===== config.mk =====
export PLATFORM = sky130hd
export DESIGN_NAME = multicycle_ctrl
export DESIGN_NICKNAME = d
export VERILOG_FILES = /design/src/rtl/multicycle_ctrl.sv
export SDC_FILE = /design/constraint.sdc
export NUM_CORES = 1
export LEC_CHECK = 0
export BUFFER_PORTS_ARGS = -buffer_cell sky130_fd_sc_hd__buf_2
export CAP_MARGIN = 20
export CORE_UTILIZATION = 53
export DETAILED_ROUTE_END_ITERATION = 6
export PLACE_DENSITY = 0.83
export SLEW_MARGIN = 30
export SYNTH_ARGS = -nofsm -noshare
export SYNTH_HDL_FRONTEND = slang
export SYNTH_SLANG_ARGS = --single-unit

===== constraint.sdc =====
create_clock -name Clk -period 4.04 [get_ports Clk]
set_input_delay 1.01 -clock Clk [delete_from_list [all_inputs] [get_ports Clk]]
set_output_delay 1.01 -clock Clk [all_outputs]
set_load 0.02 [all_outputs]

===== src/rtl/multicycle_ctrl.sv =====
// Main control FSM for the multicycle MIPS-subset datapath.
// Outputs decode the current state; memory waits are bounded by TIMEOUT.
module multicycle_ctrl #(
  parameter int unsigned TIMEOUT = 16
) (
  input  logic       Clk,
  input  logic       Reset,
  input  logic [5:0] Opcode,
  input  logic       Zero,
  input  logic       MemReady,
  output logic       PCWrite,
  output logic [1:0] PCSel,
  output logic       IorD,
  output logic       MemRead,
  output logic       MemWrite,
  output logic       IRWrite,
  output logic       RegDst,
  output logic       MemToReg,
  output logic       RegWrite,
  output logic       ALUSrcA,
  output logic [1:0] ALUSrcB,
  output logic [1:0] ALUOp,
  output logic       IllegalOp,
  output logic       MemError,
  output logic [3:0] State
);

  typedef enum logic [3:0] {
    S_START    = 4'd0,
    S_FETCH    = 4'd1,
    S_DECODE   = 4'd2,
    S_MEM_ADDR = 4'd3,
    S_MEM_RD   = 4'd4,
    S_WB_MEM   = 4'd5,
    S_MEM_WR   = 4'd6,
    S_EXEC_R   = 4'd7,
    S_WB_R     = 4'd8,
    S_EXEC_I   = 4'd9,
    S_WB_I     = 4'd10,
    S_BRANCH   = 4'd11,
    S_JUMP     = 4'd12,
    S_ILLEGAL  = 4'd13,
    S_TIMEOUT  = 4'd14
  } state_t;

  localparam logic [5:0] OP_R    = 6'b000000;
  localparam logic [5:0] OP_LW   = 6'b100011;
  localparam logic [5:0] OP_SW   = 6'b101011;
  localparam logic [5:0] OP_ADDI = 6'b001000;
  localparam logic [5:0] OP_BEQ  = 6'b000100;
  localparam logic [5:0] OP_J    = 6'b000010;

  localparam logic [7:0] W_LAST = 8'(TIMEOUT - 1);

  state_t     r_state;
  logic [7:0] r_wait;
  logic [7:0] w_wait_inc;
  logic       w_tmo;

  assign w_wait_inc = (r_wait == 8'hFF) ? r_wait : r_wait + 8'd1;
  assign w_tmo = (TIMEOUT != 0) && (r_wait == W_LAST) && !MemReady;

  // Counter clears by default so every entry to a wait state starts at zero.
  always_ff @(posedge Clk or posedge Reset) begin
    if (Reset) begin
      r_state <= S_START;
      r_wait  <= 8'd0;
    end else begin
      r_wait <= 8'd0;
      case (r_state)
        S_START: r_state <= S_FETCH;
        S_FETCH: begin
          if (MemReady)   r_state <= S_DECODE;
          else if (w_tmo) r_state <= S_TIMEOUT;
          else            r_wait  <= w_wait_inc;
        end
        S_DECODE: begin
          case (Opcode)
            OP_R:         r_state <= S_EXEC_R;
            OP_LW, OP_SW: r_state <= S_MEM_ADDR;
            OP_ADDI:      r_state <= S_EXEC_I;
            OP_BEQ:       r_state <= S_BRANCH;
            OP_J:         r_state <= S_JUMP;
            default:      r_state <= S_ILLEGAL;
          endcase
        end
        S_MEM_ADDR:
          r_state <= (Opcode == OP_SW) ? S_MEM_WR : S_MEM_RD;
        S_MEM_RD: begin
          if (MemReady)   r_state <= S_WB_MEM;
          else if (w_tmo) r_state <= S_TIMEOUT;
          else            r_wait  <= w_wait_inc;
        end
        S_MEM_WR: begin
          if (MemReady)   r_state <= S_FETCH;
          else if (w_tmo) r_state <= S_TIMEOUT;
          else            r_wait  <= w_wait_inc;
        end
        S_EXEC_R:  r_state <= S_WB_R;
        S_EXEC_I:  r_state <= S_WB_I;
        S_WB_MEM,
        S_WB_R,
        S_WB_I,
        S_BRANCH,
        S_JUMP,
        S_ILLEGAL,
        S_TIMEOUT: r_state <= S_FETCH;
        default:   r_state <= S_START;
      endcase
    end
  end

  always_comb begin
    PCWrite   = 1'b0;
    PCSel     = 2'b00;
    IorD      = 1'b0;
    MemRead   = 1'b0;
    MemWrite  = 1'b0;
    IRWrite   = 1'b0;
    RegDst    = 1'b0;
    MemToReg  = 1'b0;
    RegWrite  = 1'b0;
    ALUSrcA   = 1'b0;
    ALUSrcB   = 2'b00;
    ALUOp     = 2'b00;
    IllegalOp = 1'b0;
    MemError  = 1'b0;
    case (r_state)
      S_FETCH: begin
        MemRead = 1'b1;
        ALUSrcB = 2'b01;
        IRWrite = MemReady;
        PCWrite = MemReady;
      end
      S_DECODE: ALUSrcB = 2'b11;
      S_MEM_ADDR,
      S_EXEC_I: begin
        ALUSrcA = 1'b1;
        ALUSrcB = 2'b10;
      end
      S_MEM_RD: begin
        MemRead = 1'b1;
        IorD    = 1'b1;
      end
      S_WB_MEM: begin
        RegWrite = 1'b1;
        MemToReg = 1'b1;
      end
      S_MEM_WR: begin
        MemWrite = 1'b1;
        IorD     = 1'b1;
      end
      S_EXEC_R: begin
        ALUSrcA = 1'b1;
        ALUOp   = 2'b10;
      end
      S_WB_R: begin
        RegWrite = 1'b1;
        RegDst   = 1'b1;
      end
      S_WB_I: RegWrite = 1'b1;
      S_BRANCH: begin
        ALUSrcA = 1'b1;
        ALUOp   = 2'b01;
        PCSel   = 2'b01;
        PCWrite = Zero;
      end
      S_JUMP: begin
        PCSel   = 2'b10;
        PCWrite = 1'b1;
      end
      S_ILLEGAL: IllegalOp = 1'b1;
      S_TIMEOUT: MemError  = 1'b1;
      default: ;
    endcase
  end

  assign State = r_state;

endmodule


==> results of run 1 <==
==> power by group <==
group / leakage [uW] / internal [uW] / switching [uW]
Combinational: 0.000360 / 147 / 227
Sequential: 0.000161 / 142 / 75.7
Clock: 0.0000138 / 34.4 / 36.5
Total: 0.000534 / 323 / 339
==> worst min-delay path by stage <==
stage / cells past startpoint / startpoint / slack [ps] / to
2_1_floorplan: 1 / r_wait[2] / 460 / r_wait[2]
3_3_place_gp: 1 / r_wait[2] / 480 / r_wait[2]
3_5_place_dp: 1 / r_wait[2] / 480 / r_wait[2]
4_1_cts: 1 / r_wait[2] / 490 / r_wait[2]
5_1_grt: 1 / r_wait[2] / 540 / r_wait[2]
6_report: 1 / r_wait[2] / 500 / r_wait[2]
==> cell families after synthesis <==
kind of cell / after synthesis
fa+ha+maj: 1
buf+inv: 11
simple gates: 65
compound gates: 30
xor+xnor: 3
flops: 12
mux: 1
==> worst max-delay path: stages (launching register included) <==
cell	delay [ps]
dfrtp_1	660
nand2b_1	240
nor2_1	90
a211o_1	280
buf_2	150
==> state kept, by name, indices dropped and copies added, names as in the netlist <==
name,flops
r_wait,8
State,4
==> layout make-up <==
| type | instances | area (um2) | share of cell area [%] |
|---|---|---|---|
| multi-input cells | 100 | 604 | 54.1 |
| flip-flops and latches | 12 | 300 | 26.9 |
| repair buffers | 30 | 150 | 13.5 |
| well taps | 25 | 31.3 | 2.80 |
| clock buffers | 3 | 22.5 | 2.02 |
| inverters | 2 | 7.51 | 0.673 |
==> cell usage after synthesis, drive strengths merged <==
| master | count |
|---|---|
| nor2 | 18 |
| dfrtp | 12 |
| nand2 | 9 |
| nor3 | 7 |
| nor4 | 7 |
| nand2b | 6 |
| a21oi | 5 |
| a31oi | 5 |
| and3 | 5 |
| clkbuf | 5 |
| o21ai | 5 |
| buf | 4 |
| nor2b | 4 |
| a211o | 2 |
| a211oi | 2 |
| a21boi | 2 |
| and2 | 2 |
| inv | 2 |
| nand3 | 2 |
| o211ai | 2 |
| o22ai | 2 |
| xnor2 | 2 |
| a41oi | 1 |
| ha | 1 |
| mux2i | 1 |
| nand4 | 1 |
| nor3b | 1 |
| o21a | 1 |
| o221ai | 1 |
| o311ai | 1 |
| o31ai | 1 |
| or3b | 1 |
| or4 | 1 |
| or4b | 1 |
| xor2 | 1 |
==> through the flow <==
| stage | power [uW] | setup WS, ps |
|---|---|---|
| global placement | 584 | 1350 |
| detailed placement | 592 | 1340 |
| finish | 662 | 1330 |
| CTS | 664 | 1320 |
| global route | 718 | 1190 |
| floorplan | 488 | 1430 |
==> cells in the final DEF, fill, tap and decap left out, drive strengths merged, types with 3 or more instances in the layout <==
cell type and instances:
nand2 9, nor3 7, and3 5, nor4 7, clkbuf 3, o21ai 5, nand2b 6, buf 30
nor2 18, dfrtp 12, a21oi 5, nor2b 4, a31oi 5
==> layer usage <==
layer | part of all wire [%] | up-vias | global-route usage, %
met4 | 1.0 | 0 | 7.27
met2 | 49 | 49 | 41.8
met3 | 6.8 | 4 | 3.67
met5 | 0 | - | 0
met1 | 43 | 450 | 30.8
li1 | - | 504 | -
==> impl_metrics.yaml, run 1 <==
sta:
  setup_viol: 0
  finalSetupTns_ps: 0
  tightest_slew_ps: 511
  rsz0062_at_grt: "no"
  slew_viol_final: 0
  maxSlewHeadroom_pct: 65.9
  layout_min_cycle_time_ps: 2710
  hold_violations: 0
  timing.final.crit_share_pct: 67.2
  skew_ps: 1.94
  holdWs_ps: 496
  clock.fmax_ghz: 0.369
synthesis:
  synth.avg_cell_area_um2: 7.80
  synth_top_family_by_area: "simple AND/OR/NAND/NOR gates"
  synth_simple_gate_area_share_pct: 36.9
  synthAdderAreaFrac_pct: 1.30
  synth.area.top_cells: "dfrtp_1, nor2_1, nand2b_1"
  yosysTopAreaCell: "dfrtp_1"
  synthCells: 123
  synth_warnings: 0
  synthDominantCellAreaShare_pct: 31.3
  synth_seq_cells: 12
  ys_types: 40
  synthesis.area_um2: 960
  yosys-mux-area-fraction_pct: 1.04
  yosysSeqAreaShare_pct: 31.3
  synth-xor-area-share_pct: 2.74
  syn_nets: 134
  synth_compound_area_share_pct: 21.0
global_route:
  grt_max_degree: 21
  grt_pass1_wl_um: 3590
  grt_usage_pct: 24.2
  grt.overflow.total: 0
  antenna_found_initial: 0
  grt_pass1_vias: 827
finish:
  insertedDiodeCount: 0
  fillers: 147
  fin_cells: 172
  syn_to_final_growth_pct: 16.3
  drive_above_1_share_pct: 24.5
  utilization_pct: 65.3
  fin_area_mm2: 0.00112
  fin_nets: 160
place:
  port_buffers: 30
  placed_area_mm2: 0.00109
  place_inst: 169
  hpwl_um: 1660
  gp_congestion: 0.821
route:
  viasPerCell: 5.85
  wl_per_cell_um: 12.7
  num_vias: 1007
  remaining_drc_errors: 0
  wirelength_um: 2180
  drt-initial-drc-count: 30
  postRouteAntennaNets: 0
  drt-pass1-iter-count: 4
setup_path:
  r2r_start: "State[0]"
  rrSetupSlack_ps: 2260
  crit_end: "PCWrite"
  critical_path_class: "reg -> out"
  r2r_cells: 4
  cp_max_fo: 20
  required_ps: 3030
  worst-endpoint-arrival_ps: 1700
  start_kind: "register"
  reg2reg_to: "r_wait[5]"
  startpoint: "State[2]"
  crit_path_end_kind: "output pin"
clocking:
  clk_path_buf_depth: 2
  tritoncts: "yes"
  clock_latency_ps: 260
  ctsHoldBuffers: 0
  postCtsResizedCells: 0
  root_buffer: "clkbuf_4"
  post_cts_buffers: 0
  cts_made_buffers: 3
  cts.sinks: 12
  path_clk_slew_ps: 70
  htreeDepth: 1
worst_hold_path:
  min_path_type: "reg -> reg"
outcome:
  outcome: "complete, no violations"
power_and_ir_drop:
  power_density_mw_per_mm2: 593
  ir_drop_uv: 384
  leakagePower_uw: 0.000534
job:
  cap_violations: 0
die:
  initial_core_util_pct: 56.2
  die_w_um: 44.6
  std_cell_rows: 15
  io_pins: 31
  core_mm2: 0.00171
  fp.dieH_um: 44.6
  dieArea_mm2: 0.00198
Note: power is estimated with default switching activity, not from simulation.
==> inputs of run 2 (changes only) <==
--- a/config.mk
+++ b/config.mk
@@ -7,9 +7,9 @@
 export LEC_CHECK = 0
 export BUFFER_PORTS_ARGS = -buffer_cell sky130_fd_sc_hd__buf_2
 export CAP_MARGIN = 20
-export CORE_UTILIZATION = 53
+export CORE_UTILIZATION = 45
 export DETAILED_ROUTE_END_ITERATION = 6
-export PLACE_DENSITY = 0.83
+export PLACE_DENSITY = 0.75
 export SLEW_MARGIN = 30
 export SYNTH_ARGS = -nofsm -noshare
 export SYNTH_HDL_FRONTEND = slang
==> constraint.sdc (replaced) <==
create_clock -name Clk -period 2.48 [get_ports Clk]
set_input_delay 0.62 -clock Clk [delete_from_list [all_inputs] [get_ports Clk]]
set_output_delay 0.62 -clock Clk [all_outputs]
set_load 0.02 [all_outputs]
==> impl_metrics.yaml, run 2 (synthesized netlist as in run 1, its figures left out) <==
finish:
  fin_nets: 160
  syn_to_final_growth_pct: 16.7
  final_cell_mix: "buf_2, nor2_1, dfrtp_1"
  drive_above_1_share_pct: 25.2
  fin_area_mm2: 0.00112
  largest_register: "r_wait"
  final_common_cell: "buf_2"
  insertedDiodeCount: 0
  largest_reg_flops: 8
setup_path:
  worst-endpoint-arrival_ps: 1680
  reg2reg_to: "r_wait[5]"
  rrSetupSlack_ps: 720
  r2r_cells: 4
  start_kind: "register"
  critical_path_class: "reg -> out"
  cp_max_fo: 19
  crit_path_end_kind: "output pin"
  required_ps: 1860
  r2r_start: "State[0]"
clocking:
  ctsHoldBuffers: 0
  post_cts_buffers: 0
  root_buffer: "clkbuf_4"
  clk_path_buf_depth: 2
  postCtsResizedCells: 0
  path_clk_slew_ps: 80
  htreeDepth: 1
  cts.sinks: 12
  cts_made_buffers: 3
  tritoncts: "yes"
  clock_latency_ps: 270
global_route:
  grt_usage_pct: 20.6
  grt_pass1_vias: 764
  antenna_found_initial: 0
  grt.overflow.total: 0
  grt_max_degree: 21
  grt_pass1_wl_um: 3340
power_and_ir_drop:
  power_density_mw_per_mm2: 969
  ir_drop_uv: 677
  leakagePower_uw: 0.000533
sta:
  maxSlewHeadroom_pct: 64.4
  clock.fmax_ghz: 0.434
  skew_ps: 3.39
  layout_min_cycle_time_ps: 2300
  rsz0062_at_grt: "no"
  timing.final.crit_share_pct: 92.9
  slew_viol_final: 0
  finalSetupTns_ps: 0
  hold_violations: 0
  setup_viol: 0
  tightest_slew_ps: 535
route:
  drt-pass1-iter-count: 4
  wirelength_um: 2170
  wl_per_cell_um: 12.4
  postRouteAntennaNets: 0
  remaining_drc_errors: 0
  num_vias: 1007
  viasPerCell: 5.79
  drt-initial-drc-count: 27
die:
  die_w_um: 48.2
  std_cell_rows: 16
  initial_core_util_pct: 48.4
  io_pins: 31
  core_mm2: 0.00198
  dieArea_mm2: 0.00232
  fp.dieH_um: 48.2
place:
  hpwl_um: 1580
  gp_congestion: 0.797
  placed_area_mm2: 0.00110
  port_buffers: 30
outcome:
  outcome: "complete, no violations"
job:
  cap_violations: 0
worst_hold_path:
  min_path_type: "in -> async"
[run 2: cell counts in the layout (fill, tap and decap cells not counted)]
No cell type changed its count.
[run 2: metrics by stage]
stage	power [uW]	utilization, %	instances	setup slack, ps	hold slack [ps]
2_1_floorplan	795	-	123	260	457
3_3_place_gp	962	55.3	171	471	475
3_5_place_dp	960	55.3	171	446	481
4_1_cts	1080	56.4	174	146	344
5_1_grt	1180	56.5	174	33.9	370
6_report	1080	56.5	174	175	332
[run 2: worst max path at each step]
stage / start / endpoint / slack [ps] / cells past startpoint
floorplan: State[3] / PCWrite / 260 / 4
global placement: State[2] / PCWrite / 470 / 4
detailed placement: State[2] / PCWrite / 450 / 4
CTS: State[2] / PCWrite / 150 / 4
global route: State[0] / MemRead / 30 / 3
finish: State[3] / PCWrite / 180 / 4
[run 2: report_power, final]
part | switching, uW | internal, uW | leakage, uW
combinational | 363 | 239 | 0.000360
clock | 66.8 | 56.3 | 0.0000138
sequential | 127 | 233 | 0.000160
total | 557 | 528 | 0.000533
[run 2: cell type report]
class                   instances  area [um2]
clock buffers                   3        22.5
fillers                       184         862
repair buffers                 30         150
well taps                      27        33.8
flip-flops and latches         12         302
multi-input cells             100         604
inverters                       2        7.51
[run 2: per-layer routing]
layer	global-route usage, %	share of wire, %	up-vias
met5	0	0	-
met4	8.33	0	0
met3	3.33	4.1	0
met2	31.7	46	35
met1	28.8	50	473
li1	-	-	499
[run 2: worst max-delay path, cell delays in order, from the launching register on]
cell,delay (ps)
dfrtp_1,680
nor2_1,130
and3_1,230
a211o_1,220
buf_2,160
